==> config.mk <==
export PLATFORM = sky130hd
export DESIGN_NAME = lcm_lp_cmd_tx_flat
export DESIGN_NICKNAME = d
export VERILOG_FILES = /design/src/rtl/lcm_lp_cmd_tx_if.sv /design/src/rtl/lcm_lp_cmd_tx.sv /design/src/flat_wrapper.sv
export SDC_FILE = /design/constraint.sdc
export NUM_CORES = 1
export LEC_CHECK = 0
export ABC_AREA = 1
export CORE_AREA = 10 10 109 111
export CTS_BUF_LIST = sky130_fd_sc_hd__clkbuf_8
export DETAILED_ROUTE_END_ITERATION = 6
export DIE_AREA = 0 0 119 121
export PLACE_DENSITY = 0.83
export SLEW_MARGIN = 20
export SYNTH_ARGS = -nofsm -noshare
export SYNTH_HDL_FRONTEND = slang
export SYNTH_SLANG_ARGS = --single-unit
export TNS_END_PERCENT = 1
==> constraint.sdc <==
create_clock -name clk -period 6.2 [get_ports clk]
set_input_delay 0.62 -clock clk [delete_from_list [all_inputs] [get_ports clk]]
set_output_delay 0.62 -clock clk [all_outputs]
set_load 0.01 [all_outputs]
==> src/rtl/lcm_lp_cmd_tx_if.sv <==
// Command-table / LP line bundle between the LP command transmitter and its
// surroundings (table ROM, start source, LP-to-HS switch stage).
interface lcm_lp_cmd_tx_if;
  logic        cfg_start;
  logic [7:0]  rom_addr;
  logic [15:0] rom_data;
  logic        lp_d0_p;
  logic        lp_d0_n;
  logic        busy;
  logic        lcm_cfg_done;

  modport master (
    input  cfg_start, rom_data,
    output rom_addr, lp_d0_p, lp_d0_n, busy, lcm_cfg_done
  );
  modport slave (
    output cfg_start, rom_data,
    input  rom_addr, lp_d0_p, lp_d0_n, busy, lcm_cfg_done
  );
endinterface

==> src/rtl/lcm_lp_cmd_tx.sv <==
// Walks an init command table and sends its bytes over data lane 0 as LP
// escape-mode (LPDT) packets, with table-driven delays between packets.
module lcm_lp_cmd_tx #(
  parameter int LP_DIV     = 8,
  parameter int DELAY_UNIT = 50000
) (
  input  logic          clk,
  input  logic          rst,
  lcm_lp_cmd_tx_if.master bus
);
  localparam int DLY_MAX = 255 * DELAY_UNIT;
  localparam int DW = ($clog2(DLY_MAX + 1) > 25) ? $clog2(DLY_MAX + 1) : 25;
  localparam logic [7:0] CMD_BYTE = 8'hE1;
  localparam logic [7:0] DIV_LAST = 8'(LP_DIV - 1);

  typedef enum logic [3:0] {
    IDLE, FETCH, DECODE, ESC_ENTRY, ENTRY_CMD, DATA, EXIT, GAP, DELAY, DONE
  } state_t;
  typedef enum logic [1:0] {PEND_NONE, PEND_DLY, PEND_END} pend_t;

  state_t        state;
  pend_t         pend;
  logic [7:0]    addr;
  logic [1:0]    typ;
  logic [7:0]    arg;
  logic          pkt_open, last;
  logic [3:0]    ph, ph_last;
  logic [7:0]    div;
  logic [DW-1:0] dly;
  logic [1:0]    line;
  logic          busy, done;
  logic          unused_bits;

  assign unused_bits = ^bus.rom_data[13:8];

  function automatic logic [1:0] bit_sym(logic b, logic half);
    return half ? 2'b00 : (b ? 2'b10 : 2'b01);
  endfunction

  // Line value {p,n} for a given symbol phase; each bit spans two phases.
  function automatic logic [1:0] lv(state_t s, logic [3:0] p, logic [7:0] a);
    case (s)
      ESC_ENTRY: case (p[1:0])
                   2'd0:    return 2'b10;
                   2'd2:    return 2'b01;
                   default: return 2'b00;
                 endcase
      ENTRY_CMD: return bit_sym(CMD_BYTE[3'd7 - p[3:1]], p[0]);
      DATA:      return bit_sym(a[p[3:1]], p[0]);
      EXIT:      return 2'b10;
      default:   return 2'b11;
    endcase
  endfunction

  always_comb begin
    ph_last = 4'd0;
    case (state)
      ESC_ENTRY:       ph_last = 4'd3;
      ENTRY_CMD, DATA: ph_last = 4'd15;
      default:         ph_last = 4'd0;
    endcase
  end

  always_ff @(posedge clk or posedge rst) begin
    if (rst) begin
      state <= IDLE; pend <= PEND_NONE; addr <= '0; typ <= '0; arg <= '0;
      pkt_open <= 1'b0; last <= 1'b0; ph <= '0; div <= '0; dly <= '0;
      line <= 2'b11; busy <= 1'b0; done <= 1'b0;
    end else begin
      case (state)
        IDLE: if (bus.cfg_start) begin
          state <= FETCH; busy <= 1'b1; addr <= '0; last <= 1'b0;
        end
        // After the entry at 255 the table is exhausted: close and finish.
        FETCH: if (last) begin
          if (pkt_open) begin
            pend <= PEND_END; state <= EXIT; div <= '0; ph <= '0; line <= 2'b10;
          end else begin
            state <= DONE; busy <= 1'b0; done <= 1'b1;
          end
        end else begin
          typ <= bus.rom_data[15:14];
          arg <= bus.rom_data[7:0];
          last <= (addr == 8'hFF);
          if (addr != 8'hFF) addr <= addr + 8'd1;
          state <= DECODE;
        end
        DECODE: case (typ)
          2'b00, 2'b01: begin
            ph <= '0; div <= '0;
            if (pkt_open) begin
              state <= DATA; line <= lv(DATA, 4'd0, arg);
            end else begin
              pkt_open <= 1'b1; state <= ESC_ENTRY; line <= 2'b10;
            end
          end
          2'b10: if (pkt_open) begin
            pend <= PEND_DLY; state <= EXIT; div <= '0; ph <= '0; line <= 2'b10;
          end else begin
            state <= DELAY; dly <= DW'(arg) * DW'(DELAY_UNIT);
          end
          default: if (pkt_open) begin
            pend <= PEND_END; state <= EXIT; div <= '0; ph <= '0; line <= 2'b10;
          end else begin
            state <= DONE; busy <= 1'b0; done <= 1'b1;
          end
        endcase
        ESC_ENTRY, ENTRY_CMD, DATA, EXIT: begin
          if (div != DIV_LAST) div <= div + 8'd1;
          else begin
            div <= '0;
            if (ph != ph_last) begin
              ph <= ph + 4'd1; line <= lv(state, ph + 4'd1, arg);
            end else begin
              ph <= '0;
              case (state)
                ESC_ENTRY: begin state <= ENTRY_CMD; line <= lv(ENTRY_CMD, 4'd0, arg); end
                ENTRY_CMD: begin state <= DATA; line <= lv(DATA, 4'd0, arg); end
                // Between bytes the lane idles at LP-00 so the packet stays open.
                DATA: if (typ[0]) begin state <= EXIT; line <= 2'b10; end
                      else state <= FETCH;
                default: begin state <= GAP; pkt_open <= 1'b0; line <= 2'b11; end
              endcase
            end
          end
        end
        GAP: if (div != DIV_LAST) div <= div + 8'd1;
        else begin
          div <= '0; pend <= PEND_NONE;
          case (pend)
            PEND_DLY: begin state <= DELAY; dly <= DW'(arg) * DW'(DELAY_UNIT); end
            PEND_END: begin state <= DONE; busy <= 1'b0; done <= 1'b1; end
            default:  state <= FETCH;
          endcase
        end
        DELAY: if (dly <= DW'(1)) state <= FETCH;
               else dly <= dly - DW'(1);
        DONE: state <= DONE;
        default: state <= IDLE;
      endcase
    end
  end

  assign bus.rom_addr     = addr;
  assign bus.lp_d0_p      = line[1];
  assign bus.lp_d0_n      = line[0];
  assign bus.busy         = busy;
  assign bus.lcm_cfg_done = done;
endmodule

==> src/flat_wrapper.sv <==
// flat-port wrapper written by rule: the top's interface ports become plain ports
module lcm_lp_cmd_tx_flat 
#(
  parameter int LP_DIV     = 8,
  parameter int DELAY_UNIT = 50000
)
  (clk, rst, bus_cfg_start, bus_rom_data, bus_rom_addr, bus_lp_d0_p, bus_lp_d0_n, bus_busy, bus_lcm_cfg_done);
  lcm_lp_cmd_tx_if bus_i ();
  input  logic clk;
  input  logic rst;
  input wire logic [$bits(bus_i.cfg_start)-1:0] bus_cfg_start;
  input wire logic [$bits(bus_i.rom_data)-1:0] bus_rom_data;
  output wire logic [$bits(bus_i.rom_addr)-1:0] bus_rom_addr;
  output wire logic [$bits(bus_i.lp_d0_p)-1:0] bus_lp_d0_p;
  output wire logic [$bits(bus_i.lp_d0_n)-1:0] bus_lp_d0_n;
  output wire logic [$bits(bus_i.busy)-1:0] bus_busy;
  output wire logic [$bits(bus_i.lcm_cfg_done)-1:0] bus_lcm_cfg_done;
  assign bus_i.cfg_start = bus_cfg_start;
  assign bus_i.rom_data = bus_rom_data;
  assign bus_rom_addr = bus_i.rom_addr;
  assign bus_lp_d0_p = bus_i.lp_d0_p;
  assign bus_lp_d0_n = bus_i.lp_d0_n;
  assign bus_busy = bus_i.busy;
  assign bus_lcm_cfg_done = bus_i.lcm_cfg_done;
  lcm_lp_cmd_tx #(.LP_DIV(LP_DIV), .DELAY_UNIT(DELAY_UNIT)) u_core (.clk(clk), .rst(rst), .bus(bus_i));
endmodule
; ---- Yosys cells after proc, flatten, opt, wreduce, memory -nomap -nowiden
; Memory sizes are Yosys's and may differ from the RTL's.
; Cells that the tools add are included.
; Widths: inputs -> output; s select.
[word_totals]
rom_bits = 8
out_inout_bits = 12
reg_bits = 67
mem_count = 1
[classes]
n_eq_ne = 37
reduce_logical = 28
n_mux = 82
add_sub_neg = 5
n_bitwise = 1
n_lt_le_gt_ge = 3
n_mul = 1
[mem_list]
columns = memory, words, width, read_ports, rd_ports_with_merged_regs, wr, line
row1 = (name not given), 8, 1, 1, 0, 0, lcm_lp_cmd_tx.sv:48  ; ENTRY_CMD: return bit_sym(CMD_BYTE[3'd7 - p[3:1]], p[0]);
[op_table]
columns = op, count
row1 = $mux 25, 5
row2 = $pmux 25 s3, 1
row3 = $mux 8, 7
row4 = $mux 4, 13
row5 = $mux 2, 16
row6 = $pmux 4 s7, 1
row7 = $le 25x1->1 const B, 1
row8 = $sub 25x1->25 const B, 1
row9 = $pmux 4 s2, 3
row10 = $pmux 4 s3, 2
row11 = $pmux 8 s3, 1
row12 = $mul 8x12->20 const B, 1
row13 = $ne 2x2->1 const B, 10
row14 = $reduce_and 5->1, 4
row15 = $mux 1, 19
row16 = $pmux 2 s3, 3
row17 = $add 8x1->8 const B, 2
row18 = $eq 4x3->1 const B, 4
row19 = $pmux 8 s2, 1
row20 = $ne 2x1->1 const B, 7
row21 = $reduce_and 6->1, 2
row22 = $reduce_bool 3->1, 4
row23 = $eq 4x2->1 const B, 2
row24 = $eq 4x4->1 const B, 2
row25 = 31 further kinds, 45

; ---- Logic depth before layout (Yosys ltp)
; Gate-level depths: netlist of the first run.
[logic_depth]
depth_word = 10
depth_mapped = 19
ltp_nobuf = 19

; ---- Worst setup path after synthesis of the first run
; OpenSTA, ideal clock, no wires.
[synth_timing]
kind = flip-flop to flip-flop
start = reg u_core.arg[2]
end = reg u_core.dly[22]
setup_ns = 0.116
n_path_buf = 0
slack_ns = 2.818
path_stages_with_launch = 19
arrival_ns = 3.265
path_cell_list = dfrtp_1 -> ha_1 -> ha_1 -> inv_1 -> fa_1 -> inv_1 -> fa_1 -> ha_1 -> nand2_1 -> o21ai_0 -> nand2_1 -> nand2_1 -> nand2_1 -> nand2_1 -> nand2_1 -> nand3_1 -> nand2_1 -> nand2_1 -> nand2_1
[synth_between]
elab_chain_len = 4
word_cells_on_any_way = 6
cone_classes = mul: 1 / mux: 5
[synth_lines]
columns = item, line
row1 = start: declaration, lcm_lp_cmd_tx.sv:25  ; logic [7:0] arg;
row2 = start signal: assignment, lcm_lp_cmd_tx.sv:83  ; arg <= bus.rom_data[7:0];
row3 = $mul 8x12->20 (*), "lcm_lp_cmd_tx.sv:100, lcm_lp_cmd_tx.sv:131"
row4 = $mux 25 (on tied branches), "lcm_lp_cmd_tx.sv:130, lcm_lp_cmd_tx.sv:97"
row5 = $mux 25 (on tied branches), "lcm_lp_cmd_tx.sv:127, lcm_lp_cmd_tx.sv:88"
row6 = $pmux 25 s3 (*), lcm_lp_cmd_tx.sv:70  ; case (state)
row7 = end signal: assignment, lcm_lp_cmd_tx.sv:137  ; else dly <= dly - DW'(1);
row8 = end: declaration, lcm_lp_cmd_tx.sv:29  ; logic [DW-1:0] dly;
; Every way passes the cells marked *; elsewhere a longest branch is shown, timed or not. The select of a mux whose other input is x is not followed.
; A chain may end at the register's enable or synchronous reset.

; ---- Worst setup path after layout of the first run
[layout_timing]
start = reg u_core.arg[2]
end = reg u_core.dly[23]
; The elaborated chain is that of the path after synthesis.

==> results of run 1 <==
[stage by stage]
stage | cells | setup WS, ns | instance area, sq um | hold slack [ns]
after detailed placement | 1039 | 2.39 | 6470 | 0.464
after global placement | 1039 | 2.41 | 6470 | 0.458
after floorplan | 893 | 2.82 | 6120 | 0.478
after global routing | 1055 | 2.02 | 6660 | 0.501
final | 1055 | 2.35 | 6660 | 0.471
after CTS | 1055 | 2.36 | 6660 | 0.483
[critical path, cell delays in order (launching register included)]
cell     delay (ns)
dfrtp_1        0.48
ha_1           0.37
ha_1           0.28
inv_1          0.05
fa_1           0.50
inv_1          0.06
fa_1           0.49
ha_1           0.36
nand2_1        0.06
o21ai_0        0.34
nand2_1        0.12
nand2_1        0.16
nand2_1        0.09
nand2_1        0.07
nand2_1        0.04
nand3_1        0.10
nand2_1        0.08
nand2_1        0.06
nand2_1        0.05
[placed cells by master, fill, tap and decap left out, types with 3 or more instances in the layout]
cell and instances:
a21oi_1 35, and2_1 3, clkbuf_8 10, clkdlybuf4s50_1 24
dfrtp_1 65, fa_1 12, ha_1 60, inv_1 119
inv_2 6, nand2_1 252, nand2_2 7, nand3_1 62
nand3b_1 5, nand4_1 11, nor2_1 91, nor2_2 5
nor3_1 17, o21ai_0 50, o21ai_1 17, o22ai_1 9
o31ai_1 5, o41ai_1 3, or2_2 5, xnor2_1 3
xor2_1 14
[metal layers]
layer | routed length [microns] | vias to the layer above | share of wire, %
met5 | 0 | - | 0
met3 | 852 | 16 | 5.7
met2 | 7240 | 185 | 48
li1 | - | 2966 | -
met1 | 6780 | 2793 | 45
met4 | 176 | 0 | 1.2
[layout make-up]
type / count / area share, %
clock inverters: 6 / 0.864
clock buffers: 10 / 2.07
flip-flops and latches: 67 / 25.2
repair buffers: 26 / 3.83
inverters: 124 / 6.98
well taps: 133 / 2.50
multi-input cells: 689 / 58.6
[power breakdown]
group	internal [W]	switching (W)	total, W
Clock	0.000193	0.000176	0.000369
Combinational	0.00000701	0.00000967	0.0000167
Sequential	0.000437	0	0.000437
[registers in the layout (all words and copies together) (netlist names)]
register                 flops
u_core.dly                  25
u_core.arg                   8
u_core.bus.rom_addr          8
u_core.div                   8
u_core.ph                    4
u_core.state                 4
u_core.line                  2
u_core.pend                  2
u_core.typ                   2
u_core.bus.busy              1
u_core.bus.lcm_cfg_done      1
u_core.last                  1
u_core.pkt_open              1
[path summary, 6_finish.rpt]
path,end,slack [ns]
max,u_core.dly[23],2.35
min,u_core.bus.lcm_cfg_done,0.47
max reg2reg,u_core.dly[23],2.35
min reg2reg,u_core.bus.lcm_cfg_done,0.47
max in group asynchronous,u_core.arg[7],4.80
min in group asynchronous,u_core.dly[6],0.83
[cells in the mapped netlist, drive strengths merged]
library cell	n	area (sq um)
o41ai	3	26.3
nor3b	1	7.51
o31ai	5	37.5
buf	8	57.6
and2	3	18.8
nand4	11	68.8
clkinv	1	3.75
xor2	14	123
a31o	1	8.76
dfrtp	65	1630
nor4	2	12.5
dfstp	2	52.6
nor3	19	111
o211ai	2	15.0
fa	12	240
a22oi	2	15.0
o21ai	68	344
and3	1	6.26
nand3b	5	37.5
inv	123	462
a21oi	37	193
o22ai	9	56.3
nor2	97	384
a31oi	1	6.26
ha	60	751
xnor2	3	26.3
or2	5	31.3
a32oi	1	8.76
clkbuf	5	18.8
nand2	261	1010
a21o	1	7.51
o32ai	1	8.76
nand3	64	345
[logic make-up (layout without fill, tap and decap cells)]
logic type	count (synthesis)	count (layout)
simple gates	469	469
fa+ha+maj	72	72
xor+xnor	17	17
compound gates	131	131
buf+inv	137	166
flops	67	67
==> flow_metrics.tcl, run 1 <==
set metrics [dict create \
    cts_buffer_depth 2 \
    grt_util_met3_pct 5.07 \
    syn_area_sq_um 6120 \
    synth_top_family_by_area "simple AND/OR/NAND/NOR gates" \
    ys_ff_latch 67 \
    diodes 0 \
    worstReg2RegStart "u_core.arg[2]" \
    yosysUniqueCellTypes 46 \
    gr-usage-met2_pct 36.1 \
    fp.dieH_microns 121 \
    viasPerCell 5.65 \
    synth_seq_area_share_pct 27.4 \
    htree_levels 3 \
    syn_nets 984 \
    setup_viol 0 \
    busiest_layer "met2" \
    drt_iter0_drc 526 \
    status "completed" \
    cts_root_buf "clkbuf_8" \
    grtUsageTotal_pct 21.4 \
    p_per_area_nw_per_um2 123 \
    io_pins 31 \
    nets 1008 \
    tns_ns 0 \
    die_w_microns 119 \
    post_cts_buffers 0 \
    wire_per_inst_microns 14.3 \
    yosys.area_share.simple_pct 33.2 \
    use_met1_pct 26.6 \
    synth-xor-area-share_pct 2.43 \
    power_w 0.000822 \
    cp-end-kind "flip-flop" \
    grt_start_max_net_pins 68 \
    min_period_ns 3.85 \
    final_util_pct 69.1 \
    grt_remaining_overflow 0 \
    port_buffers 24 \
    p_leak_nw 3.54 \
    synthCells 893 \
    tightest_slew_ns 0.870 \
    place_hpwl_microns 11500 \
    tritoncts "done" \
    clk_latency_ns 0.37 \
    cp.arrival_ns 4.12 \
    grt_pass1_vias 5712 \
    synth_fa_ha_area_share_pct 16.2 \
    initial_core_util_pct 63.5 \
    ant_nets 0 \
    first_pass_iters 5 \
    drc_errors 0 \
    period_share_pct 62.2 \
    antenna_found_initial 0 \
    rsz0062_at_grt "no" \
    syn_area_per_cell_sq_um 6.86 \
    required_ns 6.47 \
    seqCellArea_sq_um 1680 \
    multi_input_area_sq_um 3900 \
    hold_depth 2 \
    cp-startpoint "u_core.arg[2]" \
    cp-start-kind "flip-flop" \
    core-area_sq_um 9640 \
    dieArea_sq_um 14400 \
    relSlewSlack_pct 42.0 \
    hp-class "reg -> reg" \
    vias 5960 \
    cts_hold_buf 0 \
    synthMuxAreaShare_pct 0 \
    fmax_ghz 0.259 \
    slew_viol_final 0 \
    yosys_warnings 0 \
    vdd_drop_max_uv 126 \
    min-delay-start "u_core.bus.lcm_cfg_done" \
    clock_sinks 67 \
    layout-drive-gt1-share_pct 5.64 \
    path_class "reg -> reg" \
    cap_violations 0 \
    fin_worst_skew_ns 0.0125 \
    drt_wl_total_microns 15000 \
    grt_first_pass_wirelength_microns 26000 \
    cts_resized 0 \
    area_growth_pct 8.83 \
    synth_compound_area_share_pct 11.9 \
    numCtsBuffers 9 \
    gp_congestion 0.936 \
    r2r_cells 18 \
    final_hold_viol_count 0 \
    fp-row-count 36 \
    crit_fanout 6 \
    path_clk_slew_ns 0.08 \
    fill_cells 851 \
]
(Power assumes the default switching activity.)
==> run 2, diff against run 1 <==
Settings changed: CORE_AREA 10 10 109 111 to 10 10 115 117, DIE_AREA 0 0 119 121 to 0 0 125 127, PLACE_DENSITY 0.83 to 0.78.
Clock period 6.2 ns to 3.1 ns, I/O delays scaled along.
==> flow_metrics.tcl, run 2 (same netlist as run 1, synthesis figures left out) <==
set metrics [dict create \
    fmax_ghz 0.294 \
    dieArea_sq_um 15900 \
    gp_congestion 0.910 \
    vias 6078 \
    io_pins 31 \
    nets 1046 \
    cts_root_buf "clkbuf_8" \
    tns_ns -3.21 \
    relSlewSlack_pct 54.3 \
    layout-drive-gt1-share_pct 14.5 \
    tightest_slew_ns 0.685 \
    fill_cells 928 \
    first_pass_iters 5 \
    post-place-ws_ns -0.311 \
    setup_viol 13 \
    cp-startpoint "u_core.arg[4]" \
    period_share_pct 110 \
    drc_errors 0 \
    cp-start-kind "flip-flop" \
    tritoncts "done" \
    hp-class "in -> async" \
    worstReg2RegStart "u_core.arg[4]" \
    cts_buffer_depth 2 \
    clock_sinks 67 \
    clk_latency_ns 0.37 \
    r2r_cells 17 \
    fin_ws_ns -0.296 \
    cp-end-kind "flip-flop" \
    fp.dieH_microns 127 \
    die_w_microns 125 \
    drt_iter0_drc 519 \
    p_per_area_nw_per_um2 232 \
    htree_levels 3 \
    antenna_found_initial 0 \
    cts_hold_buf 0 \
    worst-r2r-setup-slack_ns -0.30 \
    core-area_sq_um 11100 \
    min_period_ns 3.40 \
    cp.arrival_ns 3.64 \
    largest_reg_flops 25 \
    port_buffers 24 \
    ant_nets 0 \
    viasPerCell 5.51 \
    grt_remaining_overflow 0 \
    fp-row-count 39 \
    grt_start_max_net_pins 41 \
    drt_wl_total_microns 16100 \
    regMostFlops "u_core.dly" \
    grtUsageTotal_pct 19.7 \
    final_hold_viol_count 0 \
    most-common-layout-cells "nand2_1, inv_1, nor2_1" \
    crit_path_end "u_core.dly[18]" \
    cap_violations 0 \
    timing.hold.ws_ns 0.360 \
    wire_per_inst_microns 14.6 \
    grt_first_pass_wirelength_microns 26600 \
    p_leak_nw 3.78 \
    rsz0062_at_grt "yes" \
    path_class "reg -> reg" \
    slew_viol_final 0 \
    fin_worst_skew_ns 0.0137 \
    place_hpwl_microns 11700 \
    required_ns 3.35 \
    initial_core_util_pct 55.0 \
    diodes 0 \
    numCtsBuffers 9 \
    crit_fanout 5 \
    area_growth_pct 18.9 \
    worstReg2RegEnd "u_core.dly[18]" \
    violations "negative setup slack" \
    grt_pass1_vias 5694 \
    status "finished, violations left" \
    mostFrequentLayoutCell "nand2_1" \
    path_clk_slew_ns 0.08 \
    vdd_drop_max_uv 226 \
]
==> run 2: critical path, cell delays in order, from the launching register on <==
cell and delay [ns]:
dfrtp_2 0.45, ha_4 0.24, ha_4 0.26, inv_2 0.03, fa_1 0.50, inv_1 0.07
fa_1 0.51, ha_4 0.36, nand2_4 0.06, buf_4 0.14, nor2_2 0.09, nand3_1 0.11
nand3_1 0.11, nand2_1 0.07, nand3_2 0.09, nand2_1 0.06, nand2_1 0.05, o21ai_1 0.07
==> run 2: stage by stage <==
| step | instances | instance area (sq um) | utilization, % | total power, W |
|---|---|---|---|---|
| CTS | 1100 | 7110 | 63.9 | 0.00169 |
| floorplan | 893 | 6170 | - | 0.000903 |
| global route | 1103 | 7280 | 65.4 | 0.00174 |
| global placement | 1082 | 6790 | 61.0 | 0.000928 |
| detailed placement | 1082 | 6790 | 61.0 | 0.000928 |
| finish | 1103 | 7280 | 65.4 | 0.00169 |
==> run 2: how the worst min path moves through the flow <==
| stage | start | to | slack (ns) | cells after the start |
|---|---|---|---|---|
| after global placement | u_core.bus.lcm_cfg_done | u_core.bus.lcm_cfg_done | 0.47 | 2 |
| after floorplan | bus_rom_data[2] | u_core.arg[2] | 0.42 | 2 |
| after CTS | rst | u_core.div[2] | 0.37 | 2 |
| after detailed placement | u_core.bus.lcm_cfg_done | u_core.bus.lcm_cfg_done | 0.48 | 2 |
| final | rst | u_core.dly[6] | 0.36 | 2 |
| after global routing | rst | u_core.div[3] | 0.41 | 2 |
==> run 2: layer usage <==
metal	global-route usage, %	routed length (microns)	up-vias
met4	6.98	381	0
met2	32.2	7600	193
met5	0	0	-
met3	3.31	826	31
met1	25.9	7280	2814
li1	-	-	3040
==> run 2: what timing repair did <==
action / 4_1_cts / 5_1_grt
resized for setup: 17 / 35
setup endpoints to repair: 13 / 14
buffers inserted: 2 / 3
pin swaps: 15 / 19
==> run 2: cell type report <==
class                      instances  area, sq um  share of cell area (%)
tap                              143          179                    2.46
timing repair buffer              64          553                    7.60
sequential                        67         1680                    23.1
clock buffer                      10          138                    1.89
inverter                         124          465                    6.40
clock inverter                     6         62.6                   0.860
multi-input combinational        689         4200                    57.7
==> run 2: power by group <==
part,switching [W],leakage (nW),internal (W)
combinational,0.0000208,2.84,0.0000158
clock,0.000384,0.107,0.000395
sequential,0,0.834,0.000873
total,0.000404,3.78,0.00128
==> run 3, diff against run 2 <==
Settings changed: GPL_ROUTABILITY_DRIVEN set to 0.
==> results of run 3 <==
Final layout, timing and power as in run 2 (identical DEF).
